File: config.mk
export PLATFORM = sky130hd
export DESIGN_NAME = hazard_control_unit
export DESIGN_NICKNAME = d
export VERILOG_FILES = /design/src/rtl/hazard_control_unit.sv
export SDC_FILE = /design/constraint.sdc
export NUM_CORES = 1
export LEC_CHECK = 0
export CORE_MARGIN = 2
export CORE_UTILIZATION = 40
export DETAILED_ROUTE_END_ITERATION = 12
export PLACE_DENSITY_LB_ADDON = 0.25
export SETUP_SLACK_MARGIN = 0.05
export SYNTH_ARGS = -nofsm -noshare
export SYNTH_HDL_FRONTEND = slang
export SYNTH_SLANG_ARGS = --single-unit
File: constraint.sdc
create_clock -name clk -period 8.2 [get_ports clk]
set_input_delay 2.05 -clock clk [delete_from_list [all_inputs] [get_ports clk]]
set_output_delay 2.05 -clock clk [all_outputs]
set_load 0.05 [all_outputs]
File: src/rtl/hazard_control_unit.sv
// Pipeline hazard controller: load-use bubbles, branch squash and memory-wait freeze
// with a timeout trap, plus saturating stall/flush performance counters.
module hazard_control_unit #(
  parameter int MEM_TIMEOUT = 16,
  parameter int CNT_W       = 16
) (
  input  logic             clk,
  input  logic             rst,
  input  logic             idex_mem_read,
  input  logic [4:0]       idex_rd,
  input  logic [4:0]       ifid_rs1,
  input  logic [4:0]       ifid_rs2,
  input  logic             ifid_uses_rs2,
  input  logic             branch_taken,
  input  logic             dmem_req,
  input  logic             dmem_ready,
  output logic             pc_write,
  output logic             ifid_write,
  output logic             ifid_flush,
  output logic             idex_flush,
  output logic             pipe_hold,
  output logic             mem_timeout,
  output logic [CNT_W-1:0] stall_cycles,
  output logic [CNT_W-1:0] flush_count
);

  localparam int WW = $clog2(MEM_TIMEOUT + 1);

  typedef enum logic [1:0] {RUN, MEM_WAIT, TRAP} state_t;

  state_t        state, state_nxt;
  logic [WW-1:0] wait_cnt, wait_nxt;
  logic          mem_stall, load_use, freeze, branch_flush;

  assign mem_stall = dmem_req & ~dmem_ready;
  assign load_use  = idex_mem_read & (idex_rd != 5'd0) &
                     ((idex_rd == ifid_rs1) | (ifid_uses_rs2 & (idex_rd == ifid_rs2)));
  assign freeze       = (state == TRAP) | mem_stall;
  assign branch_flush = ~rst & ~freeze & branch_taken;
  assign mem_timeout  = (state == TRAP);

  // Reset forces bubbles into IF/ID and ID/EX so the pipe comes up clean.
  always_comb begin
    pc_write   = 1'b1;
    ifid_write = 1'b1;
    ifid_flush = 1'b0;
    idex_flush = 1'b0;
    pipe_hold  = 1'b0;
    if (rst) begin
      pc_write   = 1'b0;
      ifid_write = 1'b0;
      ifid_flush = 1'b1;
      idex_flush = 1'b1;
    end else if (freeze) begin
      pc_write   = 1'b0;
      ifid_write = 1'b0;
      pipe_hold  = 1'b1;
    end else if (branch_taken) begin
      ifid_flush = 1'b1;
      idex_flush = 1'b1;
    end else if (load_use) begin
      pc_write   = 1'b0;
      ifid_write = 1'b0;
      idex_flush = 1'b1;
    end
  end

  always_comb begin
    state_nxt = state;
    wait_nxt  = wait_cnt;
    case (state)
      RUN: begin
        if (mem_stall) begin
          state_nxt = MEM_WAIT;
          wait_nxt  = WW'(1);
        end
      end
      MEM_WAIT: begin
        if (!mem_stall) begin
          state_nxt = RUN;
          wait_nxt  = '0;
        end else if (wait_cnt == WW'(MEM_TIMEOUT - 1)) begin
          state_nxt = TRAP;
        end else begin
          wait_nxt = wait_cnt + WW'(1);
        end
      end
      TRAP:    state_nxt = TRAP;
      default: state_nxt = RUN;
    endcase
  end

  always_ff @(posedge clk or posedge rst) begin
    if (rst) begin
      state    <= RUN;
      wait_cnt <= '0;
    end else begin
      state    <= state_nxt;
      wait_cnt <= wait_nxt;
    end
  end

  // Counters saturate so long runs never alias back to small values.
  always_ff @(posedge clk or posedge rst) begin
    if (rst) begin
      stall_cycles <= '0;
      flush_count  <= '0;
    end else begin
      if (!pc_write && (stall_cycles != '1))
        stall_cycles <= stall_cycles + CNT_W'(1);
      if (branch_flush && (flush_count != '1))
        flush_count <= flush_count + CNT_W'(1);
    end
  end

endmodule

==> impl_metrics.json, run 1 <==
{
  "status": "complete, no violations",
  "path_class": "input port to output port",
  "min_period_ns": 6.36,
  "worst_setup_path_start_kind": "input port",
  "placed_area_um2": 2770,
  "p_total_mw": 0.645,
  "crit_path_max_fanout": 30,
  "setup_violations": 0,
  "cts_tree": "done",
  "synth_compound_area_frac": 0.0880,
  "fin_crit_sh": 0.776,
  "die-width_um": 76.5,
  "ys_warn_count": 0,
  "pin_count": 60,
  "leakage_nw": 1.29,
  "syn_nets": 232,
  "grt_max_degree": 31,
  "synth-simple-area-share": 0.218,
  "crit_slowest_cell": "clkdlybuf4s50_1",
  "grt_pass1_vias": 1637,
  "cellPowerDensity_nw_per_um2": 226,
  "syn_area_um2": 2100,
  "clk_latency_ns": 0.29,
  "finalCoreUtilization": 0.558,
  "routedWlPerCell_um": 13.3,
  "synthMuxAreaShare": 0.0232,
  "cts_resized": 0,
  "initial_utilization": 0.412,
  "synth-edff-count": 0,
  "clockBufferDepth": 2,
  "synth_common_cells": "dfrtp_1, nand2_1, xnor2_1, xor2_1, nand3_1",
  "maxSlewHeadroom": 0.547,
  "cp_cell_sequence": "clkdlybuf4s50_1, inv_1, buf_4, nand2_1, a31o_2, clkdlybuf4s50_1",
  "vias": 1733,
  "drv_slew": 0,
  "syn2layout_area_growth_pct": 35.4,
  "core_um2": 5110,
  "avgSynthCellArea_um2": 10.2,
  "cts_setup_buffers": 0,
  "grt_overflow": 0,
  "r2r-start": "stall_cycles[0]",
  "place_inst": 333,
  "finalSetupTns_ns": 0,
  "detail_route.iter0.violations": 64,
  "finClkSkew_ns": 0.00476,
  "dp_slack_ns": 1.75,
  "die_y_um": 76.5,
  "worstHoldPathType": "register to register",
  "grt_first_pass_wirelength_um": 7800,
  "dr_wl_met2_um": 2200,
  "via_per_inst": 5.08,
  "cp-startpoint": "rst",
  "cp-end-kind": "output port",
  "rows": 26,
  "wirelength_um": 4550,
  "top_layer": "met4",
  "holdWs_ns": 0.479,
  "fillerInstances": 484,
  "critPathBufInv": 4,
  "dieArea_um2": 5860,
  "final_nets": 296,
  "final_cell_area_um2": 2850,
  "cp_common_cell": "clkdlybuf4s50_1",
  "antenna_cells": 0,
  "seq_area_frac_synth": 0.464,
  "async_flop_share": 1.00,
  "dr.pass1.iters": 4,
  "hold_start": "flush_count[13]",
  "fin_cells": 341,
  "worstPathRequired_ns": 6.15,
  "critPathMaxStageDelay_ns": 0.70,
  "finalWorstSetupSlack_ns": 1.84,
  "synth-main-ff-cell": "dfrtp_1",
  "synth_top_family_by_area": "simple AND/OR/NAND/NOR gates",
  "drc": 0,
  "synth.most_common_cell": "dfrtp_1",
  "dpl.hpwl_um": 3460,
  "drive_gt1_frac": 0.0738,
  "yosysTopAreaCell": "dfrtp_1",
  "cts.htree.levels": 2,
  "synth_fa_ha_area_frac": 0.0238,
  "synth_xor_area_frac": 0.158,
  "max_freq_mhz": 157,
  "cts_made_buffers": 5,
  "wl_met3_um": 198,
  "synth_cell_types": 38,
  "synth.area.top_cells": "dfrtp_1, xnor2_1, xor2_1",
  "met1_length_um": 2130,
  "ys_ff_latch": 39,
  "maxCapViolations": 0,
  "clock_sinks": 39,
  "clk_pin_slew_worst_paths_ns": 0.08,
  "ir_drop_mv": 0.218,
  "grt.total_usage": 0.166,
  "hold_buffers": 0,
  "place.gp.congestion": 0.814,
  "netlist.area_leader.share": 0.464,
  "arrival_ns": 4.31,
  "crit_family": "buffers and inverters",
  "cts-root-buf": "clkbuf_8",
  "synth_cells": 206,
  "rsz0062_at_grt": "no",
  "final_antenna_net_count": 0,
  "io_buffers": 59,
  "tightest_slew_ns": 0.680,
  "antenna_found_initial": 0,
  "hold_viol": 0
}
[per-layer routing]
metal / global-route usage / vias up
met5: 0 / -
met4: 0.0636 / 0
met3: 0.0355 / 2
met2: 0.264 / 38
met1: 0.222 / 840
li1: - / 853
[power by group]
part / total, mW / switching, mW / internal, mW
sequential: 0.264 / 0.0421 / 0.222
combinational: 0.256 / 0.158 / 0.0981
clock: 0.124 / 0.0658 / 0.0582
[cell usage in the layout, fill, tap and decap left out, drive strengths merged, types with 2 or more instances in the layout]
cell / synthesis / routed
and3: 9 / 9
o31ai: 2 / 2
o21a: 2 / 2
clkbuf: 0 / 5
nand3: 14 / 14
nor4: 4 / 4
nor2: 11 / 11
dfrtp: 39 / 39
inv: 8 / 8
ha: 4 / 4
and4: 3 / 3
xnor2: 19 / 19
o21ai: 3 / 3
nand4: 9 / 9
a21oi: 8 / 8
nor3: 7 / 7
xor2: 19 / 19
o22ai: 2 / 2
nand2b: 3 / 3
nand2: 20 / 20
clkdlybuf4s50: 0 / 59
mux2: 4 / 4
nor2b: 3 / 3
clkinv: 0 / 3
a211oi: 2 / 2
[kinds of logic (layout without fill, tap and decap cells)]
logic type,after synthesis,after routing
multiplexers,4,4
adder cells (fa/ha/maj),4,4
XOR/XNOR,38,38
AND/OR/NAND/NOR,85,85
AO/OA/AOI/OAI,25,25
flip-flops,39,39
buffers and inverters,11,76
[sequential cells by signal, indices dropped and copies added, names as in the netlist]
name and count:
state 2, flush_count 16, wait_cnt 5, stall_cycles 16
[final cells by class]
type	count	area (µm²)	share of cell area
inverters	8	30.0	0.0105
clock inverters	3	15.0	0.00527
clock buffers	5	68.8	0.0241
flip-flops and latches	39	976	0.342
multi-input cells	156	1070	0.377
repair buffers	60	598	0.210
well taps	70	87.6	0.0307
[path summary, 6_finish.rpt]
check	to	slack, ns	cells past startpoint
setup / recovery	idex_flush	1.84	6
hold / removal	flush_count[13]	0.48	1
setup reg to reg	stall_cycles[1]	6.07	6
hold reg to reg	flush_count[13]	0.48	1
max in group asynchronous	stall_cycles[12]	5.36	3
min in group asynchronous	flush_count[13]	2.12	2
Power figures use the tool's default switching activity.
==> inputs of run 2 (changes only) <==
Clock period 8.2 ns to 6.1 ns, I/O delays scaled along.
==> run 2 against run 1 <==
  * Clock skew increased by 0.00071 ns
  * Sequential share of layout area decreased by 0.25 points
  * Cell area increased by 0.75%
  * Final cell count unchanged
  * Clock power increased by 39%
  * Via count increased by 0.75%
  * Critical path type unchanged
  * Largest power group unchanged
==> impl_metrics.json, run 2 (synthesis results as in run 1) <==
{
  "status": "complete, no violations",
  "holdWs_ns": 0.479,
  "die_y_um": 76.5,
  "routedWlPerCell_um": 13.3,
  "via_per_inst": 5.12,
  "gr-usage-met3": 0.0367,
  "maxSlewHeadroom": 0.547,
  "cp-end-kind": "output port",
  "fin_crit_sh": 0.843,
  "min_period_ns": 5.14,
  "hold_viol": 0,
  "core_um2": 5110,
  "met2_usage": 0.265,
  "crit_path_max_fanout": 3,
  "cts_resized": 0,
  "grt-busiest-layer": "met2",
  "cts_setup_buffers": 0,
  "cts_tree": "done",
  "ir_drop_mv": 0.258,
  "mostFrequentLayoutCells": "clkdlybuf4s50_1, dfrtp_1, nand2_1, xnor2_1, xor2_1",
  "arrival_ns": 3.62,
  "placed_area_um2": 2790,
  "dpl.hpwl_um": 3420,
  "hold_buffers": 0,
  "detail_route.iter0.violations": 83,
  "worstHoldPathType": "register to register",
  "path_class": "input port to output port",
  "pin_count": 60,
  "grt_pass1_vias": 1602,
  "grt_util_met1": 0.219,
  "final_nets": 296,
  "tightest_slew_ns": 0.680,
  "vias": 1746,
  "maxCapViolations": 0,
  "wirelength_um": 4550,
  "max_freq_mhz": 194,
  "clock_sinks": 39,
  "cp_common_cell": "clkdlybuf4s50_1",
  "syn2layout_area_growth_pct": 36.4,
  "worstPathRequired_ns": 4.58,
  "clockBufferDepth": 2,
  "grt_max_degree": 40,
  "cts_made_buffers": 5,
  "grt_overflow": 0,
  "cellPowerDensity_nw_per_um2": 304,
  "cts.htree.levels": 2,
  "clk_pin_slew_worst_paths_ns": 0.08,
  "antenna_cells": 0,
  "p_total_mw": 0.874,
  "finClkSkew_ns": 0.00546,
  "dieArea_um2": 5860,
  "initial_utilization": 0.412,
  "critPathMaxStageDelay_ns": 0.81,
  "cts-root-buf": "clkbuf_8",
  "rows": 26,
  "grt.total_usage": 0.165,
  "dr.pass1.iters": 4,
  "crit_family": "buffers and inverters",
  "leakage_nw": 1.29,
  "final_cell_area_um2": 2870,
  "crit_slowest_cell": "clkdlybuf4s50_1",
  "antenna_found_initial": 0,
  "rsz0062_at_grt": "no",
  "worst_setup_path_start_kind": "input port",
  "setup_violations": 0,
  "layout_commonest_cell": "clkdlybuf4s50_1",
  "io_buffers": 59,
  "drc": 0,
  "drv_slew": 0,
  "critPathBufInv": 2,
  "grt_first_pass_wirelength_um": 7780,
  "place.gp.congestion": 0.793,
  "final_antenna_net_count": 0,
  "drive_gt1_frac": 0.0775,
  "finalSetupTns_ns": 0,
  "cp_cell_sequence": "clkdlybuf4s50_1, xnor2_1, nand3_1, o22ai_1, a31o_2, clkdlybuf4s50_1",
  "reg_top3": "flush_count: 16 flops, stall_cycles: 16 flops, wait_cnt: 5 flops",
  "die-width_um": 76.5,
  "clk_latency_ns": 0.29
}
## run 2: changes by cell type in the layout (fill, tap and decap cells not counted), sizes merged
cell and change:
clkinv -2, clkbuf +1, clkinvlp +1, buf +2, clkdlybuf4s50 -2
## run 2: through the flow
step	util	worst slack [ns]	cells
finish	0.562	0.955	341
global route	0.562	0.822	341
CTS	0.562	0.943	341
detailed placement	0.546	0.943	333
global placement	0.546	1.01	333
floorplan	-	0.722	206
## run 2: worst paths after layout
path / depth (start not counted) / end / slack, ns / startpoint
min: 1 / flush_count[13] / 0.48 / flush_count[13]
min reg2reg: 1 / flush_count[13] / 0.48 / flush_count[13]
min in group asynchronous: 3 / flush_count[13] / 1.79 / rst
max: 6 / idex_flush / 0.96 / idex_rd[4]
max reg2reg: 6 / stall_cycles[9] / 3.97 / stall_cycles[5]
max in group asynchronous: 3 / stall_cycles[1] / 3.97 / rst
## run 2: report_power, final
part | internal (mW) | switching, mW
Clock | 0.0799 | 0.0919
Sequential | 0.298 | 0.0556
Combinational | 0.134 | 0.214
## run 2: worst reg2reg max path, cell delays in order (launching register included)
cell,delay (ns)
dfrtp_1,0.50
and3_1,0.28
nand4b_4,0.13
o21a_1,0.21
a21oi_2,0.53
nor4_1,0.16
xor2_1,0.17
## run 2: area by class of cell
type,instances,area (µm²)
fill,464,2240
multi-input combinational,156,1070
sequential,39,976
timing repair buffer,60,618
tap,70,87.6
clock buffer,6,72.6
inverter,8,30.0
clock inverter,2,12.5
## run 2: per-layer routing
layer	part of all wire	up-vias	wire length, µm
met5	0	-	0
met4	0.013	0	61
met3	0.047	6	212
met2	0.48	38	2200
met1	0.46	848	2080
li1	-	854	-
==> inputs of run 3 (changes only) <==
Clock period 6.1 ns to 5 ns, I/O delays scaled along.
==> run 3 against run 2 <==
  * Cell area is 1.5% higher
  * Sequential power grew 23%
  * Wire length rose by 1.3%
  * Largest cell class unchanged
  * Highest routed layer unchanged
==> impl_metrics.json, run 3 (synthesis results as in run 1) <==
{
  "cp-end-kind": "output port",
  "arrival_ns": 2.98,
  "grt_first_pass_wirelength_um": 7920,
  "rows": 26,
  "pin_count": 60,
  "path_class": "input port to output port",
  "ir_drop_mv": 0.370,
  "final_antenna_net_count": 0,
  "cts_made_buffers": 5,
  "final_cell_area_um2": 2910,
  "status": "complete, no violations",
  "gr-usage-met3": 0.0391,
  "core_um2": 5110,
  "clk_pin_slew_worst_paths_ns": 0.08,
  "finClkSkew_ns": 0.00997,
  "max_freq_mhz": 236,
  "cts.htree.levels": 2,
  "drive_gt1_frac": 0.0849,
  "worstPathRequired_ns": 3.75,
  "grt-busiest-layer": "met2",
  "die_y_um": 76.5,
  "cts_resized": 0,
  "place.gp.congestion": 0.783,
  "clock_sinks": 39,
  "grt.total_usage": 0.170,
  "cts-root-buf": "clkbuf_8",
  "routedWlPerCell_um": 13.5,
  "finalCoreUtilization": 0.571,
  "placed_area_um2": 2780,
  "cts_tree": "done",
  "netSwitchingFraction": 0.381,
  "finalSetupTns_ns": 0,
  "dpl.hpwl_um": 3440,
  "clockBufferDepth": 2,
  "crit_path_max_fanout": 4,
  "maxCapViolations": 0,
  "maxSlewHeadroom": 0.545,
  "vias": 1726,
  "clk_latency_ns": 0.30,
  "intPower_mw": 0.726,
  "grt_overflow": 0,
  "antenna_found_initial": 0,
  "wirelength_um": 4610,
  "worstHoldPathType": "register to register",
  "final_nets": 296,
  "setup_violations": 0,
  "antenna_cells": 0,
  "mostFrequentLayoutCells": "clkdlybuf4s50_1, dfrtp_1, nand2_1, xnor2_1, xor2_1",
  "p_switching_mw": 0.446,
  "grt_util_met1": 0.214,
  "drc": 0,
  "min_period_ns": 4.23,
  "initial_utilization": 0.412,
  "dr.pass1.iters": 4,
  "cts_setup_buffers": 0,
  "leakage_nw": 1.32,
  "drv_slew": 0,
  "die-width_um": 76.5,
  "tightest_slew_ns": 0.682,
  "io_buffers": 59,
  "met2_usage": 0.284,
  "syn2layout_area_growth_pct": 38.5,
  "seq_power_share": 0.372,
  "clkPwrFrac": 0.267,
  "grt_pass1_vias": 1679,
  "rsz0062_at_grt": "no",
  "pwr-share-comb": 0.362,
  "cellPowerDensity_nw_per_um2": 402,
  "reg_top3": "flush_count: 16 flops, stall_cycles: 16 flops, wait_cnt: 5 flops",
  "hold_viol": 0,
  "via_per_inst": 5.06,
  "hold_buffers": 0,
  "dieArea_um2": 5860,
  "grt_max_degree": 41,
  "detail_route.iter0.violations": 51,
  "fin_crit_sh": 0.847,
  "layout_commonest_cell": "clkdlybuf4s50_1",
  "worst_setup_path_start_kind": "input port"
}
## run 3: worst max-delay path: stages
cell and delay [ns]:
clkdlybuf4s50_1 0.47, nor2b_1 0.22, nor2_1 0.14, nor2_1 0.10, clkdlybuf4s50_1 0.80
## run 3: final timing paths
| check | from | cells past startpoint | slack [ns] | to |
|---|---|---|---|---|
| hold / removal | flush_count[9] | 1 | 0.49 | flush_count[9] |
| max in group asynchronous | rst | 3 | 3.19 | stall_cycles[4] |
| setup / recovery | dmem_req | 5 | 0.77 | pipe_hold |
| setup reg to reg | stall_cycles[0] | 7 | 2.85 | stall_cycles[9] |
| min in group asynchronous | rst | 3 | 1.46 | flush_count[13] |
| hold reg to reg | flush_count[9] | 1 | 0.49 | flush_count[9] |
## run 3: cell type report
class / instances / area [µm²]
Fill cell: 480 / 2190
Multi-Input combinational cell: 156 / 1070
Sequential cell: 39 / 976
Timing Repair Buffer: 60 / 613
Tap cell: 70 / 87.6
Clock buffer: 6 / 72.6
Clock inverter: 2 / 60.1
Inverter: 8 / 30.0
## run 3: power by group through the flow
stage / clock network, mW / registers [mW] / logic [mW]
after detailed placement: 0 / 0.441 / 0.425
after CTS: 0.318 / 0.436 / 0.428
after floorplan: 0 / 0.585 / 0.127
after global placement: 0 / 0.440 / 0.420
after global routing: 0.332 / 0.447 / 0.448
final: 0.313 / 0.436 / 0.424
## run 3: routing by layer
layer  routed length (µm)  vias to the layer above  part of all wire
met3                  215                        7             0.047
met1                 2050                      823              0.45
met5                    0                        -                 0
met4                   74                        0             0.016
met2                 2270                       42              0.49
li1                     -                      854                 -
## run 3: per-stage QoR
stage               power (mW)  hold slack, ns  setup slack (ns)  instances
finish                    1.17           0.489             0.765        341
global placement         0.860           0.474             0.782        333
detailed placement       0.866           0.480             0.763        333
global route              1.23           0.526             0.610        341
floorplan                0.712           0.472             0.172        206
CTS                       1.18           0.490             0.752        341
==> RTL change (flow settings as in run 2) <==
The 3 states of `state_t` get a one-hot encoding in 3 bits.
--- a/src/rtl/hazard_control_unit.sv
+++ b/src/rtl/hazard_control_unit.sv
@@ -26,7 +26,7 @@
 
   localparam int WW = $clog2(MEM_TIMEOUT + 1);
 
-  typedef enum logic [1:0] {RUN, MEM_WAIT, TRAP} state_t;
+  typedef enum logic [2:0] {RUN = 3'b001, MEM_WAIT = 3'b010, TRAP = 3'b100} state_t;
 
   state_t        state, state_nxt;
   logic [WW-1:0] wait_cnt, wait_nxt;
Function: no difference found for any inputs over 10 cycles, from zero or initial values and one cycle with rst high; not proved beyond that.
==> RTL change against run 2 <==
- area after synthesis rose by 2.3%
- sequential cell count grew 1
- final area is 2.5% higher
- critical path type unchanged
- routed wire length decreased by 5.4%
- sequential power increased by 3%
- worst setup slack lost 400 ps
- worst hold slack gained 9.6 ps
- total power is 9.5% higher
==> RTL change: results (changes against run 2) <==
The filler cell count in the final layout came out at 472 (+1.7%). The number of instances resized during post-cts repair came out at 0 (unchanged). The sequential-to-total area share from yosys stat came to 0.4654 (+0.001693). After synthesis, the most frequently instantiated cells are sky130_fd_sc_hd__dfrtp_1, sky130_fd_sc_hd__xnor2_1, sky130_fd_sc_hd__nand2_1. After synthesis, the cell types taking the most area are sky130_fd_sc_hd__dfrtp_1, sky130_fd_sc_hd__xnor2_1, sky130_fd_sc_hd__xor2_1, sky130_fd_sc_hd__nand2_1, sky130_fd_sc_hd__nand3_1. The detailed-route wire length came out at 4304 um (-5.4%). The largest fanout on the critical path is 6 (+3). The max-slew headroom at the worst pin is 0.6198 (+0.07315). The mean number of vias per cell is 4.971 (-2.9%). The global router's overall resource usage is 0.1594 (-0.005850). The internal reg-to-reg setup slack came out at 3650 ps (-320 ps).

The delay of the slowest critical-path stage came out at 890 ps (+80 ps). The cell count after placement came out at 340 (+2.1%). The routability congestion estimate came out at 0.8070 (+1.8%). In the synthesized netlist the dominant register cell turns out to be sky130_fd_sc_hd__dfrtp_1. Among cell families on the critical path, the largest total delay comes from buffers and inverters. The count of unique library cells instantiated by Yosys is 43 (+13%). The arrival time of the worst setup path came out at 4020 ps (+400 ps). The fraction of power spent switching nets is 0.3887 (-0.02547).

The detailed-route wire length per cell came out at 12.37 um (-7.4%). The share of cells above drive strength 1 is 0.07194 (-0.005548). The HPWL after detailed placement is 3279 um (-4.1%). The worst clock skew on the final layout came out at 5.628 ps (+0.1658 ps). The worst vdd rail ir drop is 0.3253 mV (+26%). The post-layout net count is 303 (+2.4%).

The number of buffers inserted during clock tree synthesis was 5 (unchanged). The average cell area after synthesis was 10.11 sq um (-1.0%). The first-pass GRT wire length came out at 7645 um (-1.7%). The synthesized netlist net count came to 239 (+3.0%). The leakage power figure is 1.251 nW (-3.1%). The pin count of the biggest net entering global routing is 42 (+5.0%). The run finished with clean final reports. The via count of the first global-routing pass came out at 1686 (+5.2%). In this run the clock root is driven by a sky130_fd_sc_hd__clkbuf_8.
## RTL change: cell families after synthesis
group / share of synthesized area
AND/OR/NAND/NOR: 0.2272
flip-flops: 0.4654
XOR/XNOR: 0.1586
AO/OA/AOI/OAI: 0.08251
buffers and inverters: 0.02266
multiplexers: 0.02034
adder cells (fa/ha/maj): 0.02324
## RTL change: worst paths after layout
| path | start | endpoint | cells past startpoint |
|---|---|---|---|
| setup / recovery | idex_rd[1] | ifid_write | 5 |
| hold reg to reg | wait_cnt[4] | wait_cnt[4] | 2 |
| max in group asynchronous | rst | state[0] | 3 |
| hold / removal | wait_cnt[4] | wait_cnt[4] | 2 |
| setup reg to reg | stall_cycles[0] | stall_cycles[1] | 6 |
| min in group asynchronous | rst | stall_cycles[0] | 3 |
## RTL change: final cells by class
type                    instances  share of cell area
flip-flops and latches         40              0.3406
clock inverters                 1             0.01020
multi-input cells             163              0.3746
repair buffers                 60              0.2032
clock buffers                   7             0.03274
inverters                       7            0.008929
well taps                      70             0.02976
## RTL change: layer usage
layer  GRT usage  up-vias  wire length [um]
li1            -      869                 -
met1      0.2003      822              1970
met2      0.2583       32              2076
met3     0.05116        7               199
met4     0.05714        0                57
met5           0        -                 0
## RTL change: power groups by stage
stage / clock (mW) / sequential, mW / combinational, mW
floorplan: 0 / 0.502 / 0.0968
global placement: 0 / 0.370 / 0.353
detailed placement: 0 / 0.370 / 0.357
CTS: 0.243 / 0.366 / 0.359
global route: 0.254 / 0.375 / 0.378
finish: 0.236 / 0.366 / 0.355
## RTL change: through the flow
step	instance area, sq um	utilization	setup WS, ps	hold slack [ps]
2_1_floorplan	2153	-	1034	448.5
3_3_place_gp	2816	0.5480	563.4	463.5
3_5_place_dp	2816	0.5480	567.3	472.8
4_1_cts	2943	0.5725	554.8	490.0
5_1_grt	2943	0.5725	379.4	522.8
6_report	2943	0.5725	556.4	488.3
## RTL change: worst register-to-register path, stage by stage (launching register included)
cell and delay [ps]:
sky130_fd_sc_hd__dfrtp_1 450, sky130_fd_sc_hd__ha_1 250, sky130_fd_sc_hd__nand2_1 80, sky130_fd_sc_hd__or4_1 480, sky130_fd_sc_hd__o21a_1 210, sky130_fd_sc_hd__a21oi_2 460, sky130_fd_sc_hd__mux2_2 400
